## src/rtl/hit_arbiter_if.sv

```systemverilog
// Frame-rate signal bundle between the fight/punch logic and hit_arbiter.
// master drives hit/block/round_start and observes scoring; slave is the arbiter.
interface hit_arbiter_if;
  logic       hitP1;
  logic       hitP2;
  logic       blockP1;
  logic       blockP2;
  logic       round_start;
  logic [7:0] healthP1;
  logic [7:0] healthP2;
  logic       stunP1;
  logic       stunP2;
  logic       fight_active;
  logic       round_over;
  logic [1:0] winner;

  modport master (
    output hitP1, hitP2, blockP1, blockP2, round_start,
    input  healthP1, healthP2, stunP1, stunP2, fight_active, round_over, winner
  );

  modport slave (
    input  hitP1, hitP2, blockP1, blockP2, round_start,
    output healthP1, healthP2, stunP1, stunP2, fight_active, round_over, winner
  );
endinterface

```

## src/rtl/hit_arbiter.sv

```systemverilog
// Round/health/stun arbiter for a two-player fighting game, one update per frame.
// Optional macro CHIP_DAMAGE_EN: unstunned lone blocks cost 1 health in FIGHT.
//
// state | meaning
// IDLE  | after reset, waiting for round_start
// FIGHT | hits accepted, health and stun tracked
// KO    | a player hit 0 health, counting KO_FRAMES
// DONE  | round finished, winner held until round_start
module hit_arbiter #(
  parameter int MAX_HEALTH  = 100,
  parameter int PUNCH_DMG   = 10,
  parameter int STUN_FRAMES = 20,
  parameter int KO_FRAMES   = 120
) (
  input  logic          frame_clk,
  input  logic          Reset,
  hit_arbiter_if.slave  bus
);

  typedef enum logic [1:0] {IDLE, FIGHT, KO, DONE} state_t;

  localparam int              CW          = 16;
  localparam logic [CW-1:0]   ONE         = CW'(1);
  localparam logic [CW-1:0]   STUN_LOAD   = CW'(STUN_FRAMES);
  localparam logic [CW-1:0]   KO_LOAD     = CW'(KO_FRAMES);
  localparam logic [8:0]      HEALTH_INIT = 9'(MAX_HEALTH);
  // Clamp damage to the 9-bit range so oversized parameters still saturate at 0.
  localparam logic [8:0]      DMG         = (PUNCH_DMG > 511) ? 9'd511 : 9'(PUNCH_DMG);

  state_t          r_state, w_state_nxt;
  logic [8:0]      r_health_p1, r_health_p2, w_h1_nxt, w_h2_nxt;
  logic [CW-1:0]   r_stun_p1, r_stun_p2, w_stun1_nxt, w_stun2_nxt;
  logic [CW-1:0]   r_ko_cnt, w_ko_nxt;
  logic [1:0]      r_winner, w_win_nxt;

  function automatic logic [8:0] sat_sub(input logic [8:0] h, input logic [8:0] d);
    return (h > d) ? (h - d) : 9'd0;
  endfunction

`ifndef CHIP_DAMAGE_EN
  logic w_unused_block;
  assign w_unused_block = bus.blockP1 ^ bus.blockP2;
`endif

  always_ff @(posedge frame_clk) begin
    if (Reset) begin
      r_state     <= IDLE;
      r_health_p1 <= HEALTH_INIT;
      r_health_p2 <= HEALTH_INIT;
      r_stun_p1   <= '0;
      r_stun_p2   <= '0;
      r_ko_cnt    <= '0;
      r_winner    <= 2'b00;
    end else begin
      r_state     <= w_state_nxt;
      r_health_p1 <= w_h1_nxt;
      r_health_p2 <= w_h2_nxt;
      r_stun_p1   <= w_stun1_nxt;
      r_stun_p2   <= w_stun2_nxt;
      r_ko_cnt    <= w_ko_nxt;
      r_winner    <= w_win_nxt;
    end
  end

  always_comb begin
    w_state_nxt = r_state;
    w_h1_nxt    = r_health_p1;
    w_h2_nxt    = r_health_p2;
    w_stun1_nxt = (r_stun_p1 != '0) ? (r_stun_p1 - ONE) : '0;
    w_stun2_nxt = (r_stun_p2 != '0) ? (r_stun_p2 - ONE) : '0;
    w_ko_nxt    = r_ko_cnt;
    w_win_nxt   = r_winner;
    case (r_state)
      IDLE, DONE: begin
        if (bus.round_start) begin
          w_state_nxt = FIGHT;
          w_h1_nxt    = HEALTH_INIT;
          w_h2_nxt    = HEALTH_INIT;
          w_stun1_nxt = '0;
          w_stun2_nxt = '0;
          w_win_nxt   = 2'b00;
        end
      end
      FIGHT: begin
        if (bus.hitP1 && r_stun_p1 == '0) begin
          w_h1_nxt    = sat_sub(r_health_p1, DMG);
          w_stun1_nxt = STUN_LOAD;
        end
`ifdef CHIP_DAMAGE_EN
        else if (bus.blockP1 && r_stun_p1 == '0) begin
          w_h1_nxt = sat_sub(r_health_p1, 9'd1);
        end
`endif
        if (bus.hitP2 && r_stun_p2 == '0) begin
          w_h2_nxt    = sat_sub(r_health_p2, DMG);
          w_stun2_nxt = STUN_LOAD;
        end
`ifdef CHIP_DAMAGE_EN
        else if (bus.blockP2 && r_stun_p2 == '0) begin
          w_h2_nxt = sat_sub(r_health_p2, 9'd1);
        end
`endif
        // KO is entered on the same edge that writes the zero health.
        if (w_h1_nxt == 9'd0 || w_h2_nxt == 9'd0) begin
          w_state_nxt = KO;
          w_ko_nxt    = KO_LOAD;
          w_win_nxt   = {w_h1_nxt == 9'd0, w_h2_nxt == 9'd0};
        end
      end
      KO: begin
        if (r_ko_cnt <= ONE) begin
          w_state_nxt = DONE;
          w_ko_nxt    = '0;
        end else begin
          w_ko_nxt = r_ko_cnt - ONE;
        end
      end
      default: w_state_nxt = IDLE;
    endcase
  end

  assign bus.healthP1     = r_health_p1[7:0];
  assign bus.healthP2     = r_health_p2[7:0];
  assign bus.stunP1       = (r_stun_p1 != '0);
  assign bus.stunP2       = (r_stun_p2 != '0);
  assign bus.fight_active = (r_state == FIGHT);
  assign bus.round_over   = (r_state == DONE);
  assign bus.winner       = r_winner;

endmodule

```

## src/flat_wrapper.sv

```systemverilog
// flat-port wrapper written by rule: the top's interface ports become plain ports
module hit_arbiter_flat 
#(
  parameter int MAX_HEALTH  = 100,
  parameter int PUNCH_DMG   = 10,
  parameter int STUN_FRAMES = 20,
  parameter int KO_FRAMES   = 120
)
  (frame_clk, Reset, bus_hitP1, bus_hitP2, bus_blockP1, bus_blockP2, bus_round_start, bus_healthP1, bus_healthP2, bus_stunP1, bus_stunP2, bus_fight_active, bus_round_over, bus_winner);
  hit_arbiter_if bus_i ();
  input  logic frame_clk;
  input  logic Reset;
  input wire logic [$bits(bus_i.hitP1)-1:0] bus_hitP1;
  input wire logic [$bits(bus_i.hitP2)-1:0] bus_hitP2;
  input wire logic [$bits(bus_i.blockP1)-1:0] bus_blockP1;
  input wire logic [$bits(bus_i.blockP2)-1:0] bus_blockP2;
  input wire logic [$bits(bus_i.round_start)-1:0] bus_round_start;
  output wire logic [$bits(bus_i.healthP1)-1:0] bus_healthP1;
  output wire logic [$bits(bus_i.healthP2)-1:0] bus_healthP2;
  output wire logic [$bits(bus_i.stunP1)-1:0] bus_stunP1;
  output wire logic [$bits(bus_i.stunP2)-1:0] bus_stunP2;
  output wire logic [$bits(bus_i.fight_active)-1:0] bus_fight_active;
  output wire logic [$bits(bus_i.round_over)-1:0] bus_round_over;
  output wire logic [$bits(bus_i.winner)-1:0] bus_winner;
  assign bus_i.hitP1 = bus_hitP1;
  assign bus_i.hitP2 = bus_hitP2;
  assign bus_i.blockP1 = bus_blockP1;
  assign bus_i.blockP2 = bus_blockP2;
  assign bus_i.round_start = bus_round_start;
  assign bus_healthP1 = bus_i.healthP1;
  assign bus_healthP2 = bus_i.healthP2;
  assign bus_stunP1 = bus_i.stunP1;
  assign bus_stunP2 = bus_i.stunP2;
  assign bus_fight_active = bus_i.fight_active;
  assign bus_round_over = bus_i.round_over;
  assign bus_winner = bus_i.winner;
  hit_arbiter #(.MAX_HEALTH(MAX_HEALTH), .PUNCH_DMG(PUNCH_DMG), .STUN_FRAMES(STUN_FRAMES), .KO_FRAMES(KO_FRAMES)) u_core (.frame_clk(frame_clk), .Reset(Reset), .bus(bus_i));
endmodule
```

## config.mk

```make
export PLATFORM = sky130hd
export DESIGN_NAME = hit_arbiter_flat
export DESIGN_NICKNAME = d
export VERILOG_FILES = /design/src/rtl/hit_arbiter_if.sv /design/src/rtl/hit_arbiter.sv /design/src/flat_wrapper.sv
export SDC_FILE = /design/constraint.sdc
export NUM_CORES = 1
export LEC_CHECK = 0
export ABC_CLOCK_PERIOD_IN_PS = 3150
export CORE_ASPECT_RATIO = 0.9
export CORE_MARGIN = 5
export CORE_UTILIZATION = 54
export DETAILED_ROUTE_END_ITERATION = 16
export PLACE_DENSITY_LB_ADDON = 0.1
export SLEW_MARGIN = 25
export SYNTH_ARGS = -nofsm -noshare
export SYNTH_HDL_FRONTEND = slang
export SYNTH_SLANG_ARGS = --single-unit
```

## constraint.sdc

```tcl
create_clock -name frame_clk -period 3.15 [get_ports frame_clk]
set_input_delay 0.63 -clock frame_clk [delete_from_list [all_inputs] [get_ports frame_clk]]
set_output_delay 0.63 -clock frame_clk [all_outputs]
set_load 0.02 [all_outputs]
```

==> key figures <==
Run status
  – Status: complete, no violations

Synthesis
  – #FFs+latches synth: 70
  – Library cells used by synthesis: 70
  – Synth Instances: 518
  – Asr flop ratio synth: 0
  – Seq/Total Area, Yosys: 0.334
  – Synth Net Count: 536
  – Syn. warnings: 0
  – Area leader, netlist: dfxtp_1
  – Dominant cells by area after synthesis: dfxtp_1 (33%), nor2_1 (6.2%), nand2_1 (4.1%), a21oi_1 (4.1%), ha_1 (3.3%)
  – Synth Flop Type: dfxtp_1
  – Number of synthesized flops with an enable pin: 0
  – Post-Syn Area per Cell: 8.10 um2
  – Yosys top cell area share: 0.334
  – Post-Syn Area: 0.00420 mm2

Power and ir drop
  – Gate power share: 0.622
  – Int Power: 3.23 mW
  – NetSw: 2.71 mW
  – Sequential Power Share: 0.238
  – Sw Ratio: 0.456
  – Clk pwr share: 0.139
  – Leakage: 1.90 nW
  – Maximum VDD drop: 629 uV
  – Power per cell area: 1190 mW/mm2

Floorplanning
  – I/O pin cnt: 29
  – Initial Util: 0.556
  – Die width: 103 um
  – Die height: 93.6 um
  – Core area: 0.00754 mm2
  – Die ar.: 0.00963 mm2
  – Rows: 30

Setup path
  – CP dominant cell by count: or4b_4
  – Critical Path AT: 3.31 ns
  – CP Launch Type: flip-flop
  – CP peak stage delay: 0.60 ns
  – CP Buf/Inv Count: 2
  – Crit Path Max Fanout: 5
  – Setup crit end kind: flip-flop
  – Setup Crit Path Kind: reg -> reg
  – Worst Path Required: 3.39 ns
  – Critical path's top delay family: simple AND/OR/NAND/NOR gates
  – Sequence of cells on the critical path: inv_2 -> ha_4 -> or4b_4 -> or4b_4 -> mux2i_1 -> a211o_1 -> a211o_4 -> buf_4 -> a211oi_1 -> o21bai_1
  – Max stage delay cell, worst path: or4b_4

STA
  – Hold Slack: 0.435 ns
  – Final hold viol count: 0
  – Max Slew Vio Count: 0
  – Final TNS setup: 0 ns
  – Relative slew slack: 0.494
  – Setup violations, final: 0
  – Final min period: 3.06 ns
  – Final worst-path cycle share: 0.973
  – RSZ-0062 raised after global routing: true
  – Actual slew at the worst max-slew pin: 0.753 ns
  – Skew final: 0.0133 ns
  – Final WS setup: 0.0852 ns
  – Fmax: 326 MHz

CTS
  – Worst-path clk slew: 0.08 ns
  – Clock Sink Count: 70
  – Cts hold-fix bufs: 0
  – Total number of H-tree levels: 3
  – Clock Tree Root: clkbuf_8
  – TritonCTS clock tree: yes
  – Latest clock arrival within the worst-skew pair: 0.36 ns
  – CTS max path bufs: 2
  – Total CTS buffers: 9

Route
  – Vias per Instance: 5.95
  – Post-DR wirelength/cell: 16.1 um
  – Met1 WL: 4.81 mm
  – DRT Pass-1 Iters: 4
  – Top layer in use: met4
  – Met3 WL post-DR: 412 um
  – Met2 Routed Length: 5.30 mm
  – Initial DRC count: 188
  – Vias post-DR: 3,924
  – Final wirelength: 10.6 mm
  – Drt drc: 0
  – Antenna Nets Post-Route: 0

Finish
  – Layout cells sized above 1: 0.163
  – Fillers: 663
  – Final Core Density: 0.663
  – Final net count: 577
  – Layout area overhead: 19.2%
  – Ant. Diodes: 0

Global routing
  – Vias in the first global route: 3,771
  – Largest net degree at the start of global routing: 32
  – First-pass GRT wire length: 17.8 mm
  – Global route total overflow: 0
  – Initial antenna violation count: 0
  – GRT Util Overall: 0.228

Placed design
  – Port buffer count: 26
  – HPWL after DPL: 7.27 mm
  – Place WS: -0.291 ns
  – GPL Wtd Cong: 0.895

Job
  – Max-cap violation count: 0

Min path
  – Worst hold path type: reg -> reg
[sequential cells by signal, indices dropped and copies added (netlist names)]
name                flops
u_core.bus.winner       2
u_core.r_ko_cnt        16
u_core.r_health_p1      9
u_core.r_state          2
u_core.r_stun_p2       16
u_core.r_health_p2      9
u_core.r_stun_p1       16
[worst register-to-register path: stages, from the launching register on]
cell      delay, ns
dfxtp_2        0.33
inv_2          0.06
ha_4           0.13
or4b_4         0.51
or4b_4         0.60
mux2i_1        0.14
a211o_1        0.31
a211o_4        0.40
buf_4          0.15
a211oi_1       0.24
o21bai_1       0.08
[path summary, 6_finish.rpt]
check | depth (start not counted) | slack (ns) | startpoint | end
min | 1 | 0.43 | u_core.r_stun_p2[0] | u_core.r_stun_p2[0]
max reg2reg | 10 | 0.09 | u_core.r_stun_p2[1] | u_core.r_ko_cnt[15]
max | 10 | 0.09 | u_core.r_stun_p2[1] | u_core.r_ko_cnt[15]
min reg2reg | 1 | 0.43 | u_core.r_stun_p2[0] | u_core.r_stun_p2[0]
[metal layers]
metal  global-route usage  vias up
met5                    0        -
met4               0.0712        0
met3               0.0574       10
met2                0.371       69
met1                0.294     1879
li1                     -     1966
[repair_timing]
item	4_1_cts	5_1_grt
setup buffers	0	2
gates resized for setup	0	24
endpoints found under the hold margin	0	0
setup endpoints to repair	0	15
[layout make-up]
class	instances	area, um2	area share
flip-flops and latches	70	1400	0.281
clock inverters	5	82.6	0.0165
well taps	96	120	0.0240
multi-input cells	392	2600	0.520
inverters	20	75.1	0.0150
clock buffers	11	141	0.0283
repair buffers	66	576	0.115
[logic make-up (layout without fill, tap and decap cells)]
group                    Yosys count  in the layout  share of synthesized area
AO/OA/AOI/OAI                    127            128                      0.212
XOR/XNOR                          25             25                     0.0522
adder cells (fa/ha/maj)           11             11                     0.0328
buffers and inverters             57            102                     0.0710
flip-flops                        70             70                      0.334
multiplexers                       5              5                     0.0119
AND/OR/NAND/NOR                  223            223                      0.286
[per-stage QoR]
step           cell area (um2)  power (mW)  std cells
2_1_floorplan             4200        4.01        518
3_3_place_gp              4640        4.85        641
3_5_place_dp              4640        4.96        641
4_1_cts                   4860        5.82        657
5_1_grt                   5000        6.46        660
6_report                  5000        5.95        660
[synthesized netlist by cell type (3+ instances only)]
cell and count:
o221a_1 6, xor2_1 11, o21ai_1 6, nand3b_1 4, a21oi_1 34, clkbuf_1 16
nand2_1 46, nor2b_1 3, o21a_1 7, nor3b_1 5, o32ai_1 12, ha_1 11
dfxtp_1 70, xnor2_1 14, buf_4 18, nand3_1 6, nor4_1 10, a211oi_1 3
nor2_1 69, o211ai_1 4, mux2i_1 5, a22oi_1 3, nor3_1 22, nand2b_1 7
or4_1 11, o21ai_0 25, inv_1 19, nand4_1 8, or3b_2 4, or3_1 7
[power groups by stage]
stage          combinational, mW  clock [mW]  sequential [mW]
3_5_place_dp                3.54           0             1.42
6_report                    3.70       0.828             1.42
2_1_floorplan               2.65           0             1.35
5_1_grt                     4.11       0.895             1.46
3_3_place_gp                3.44           0             1.40
4_1_cts                     3.57       0.842             1.40
[placed cells by master, fill, tap and decap left out, types with 4 or more instances in the layout]
cell             instances
a21oi_1                 33
buf_4                   36
buf_6                    4
clkbuf_8                10
clkdlybuf4s50_1         26
dfxtp_1                 68
ha_1                    10
inv_1                   17
mux2i_1                  5
nand2_1                 45
nand2b_1                 7
nand3_1                  6
nand3b_1                 4
nand4_1                  8
nor2_1                  69
nor3_1                  22
nor3b_1                  5
nor4_1                  10
o211ai_1                 4
o21a_1                   7
o21ai_0                 25
o21ai_1                  5
o221a_1                  6
o32ai_1                  8
o32ai_2                  4
or3_1                    7
or3b_2                   4
or4_1                   11
xnor2_1                 14
xor2_1                  11
Note: power is estimated with default switching activity, not from simulation.
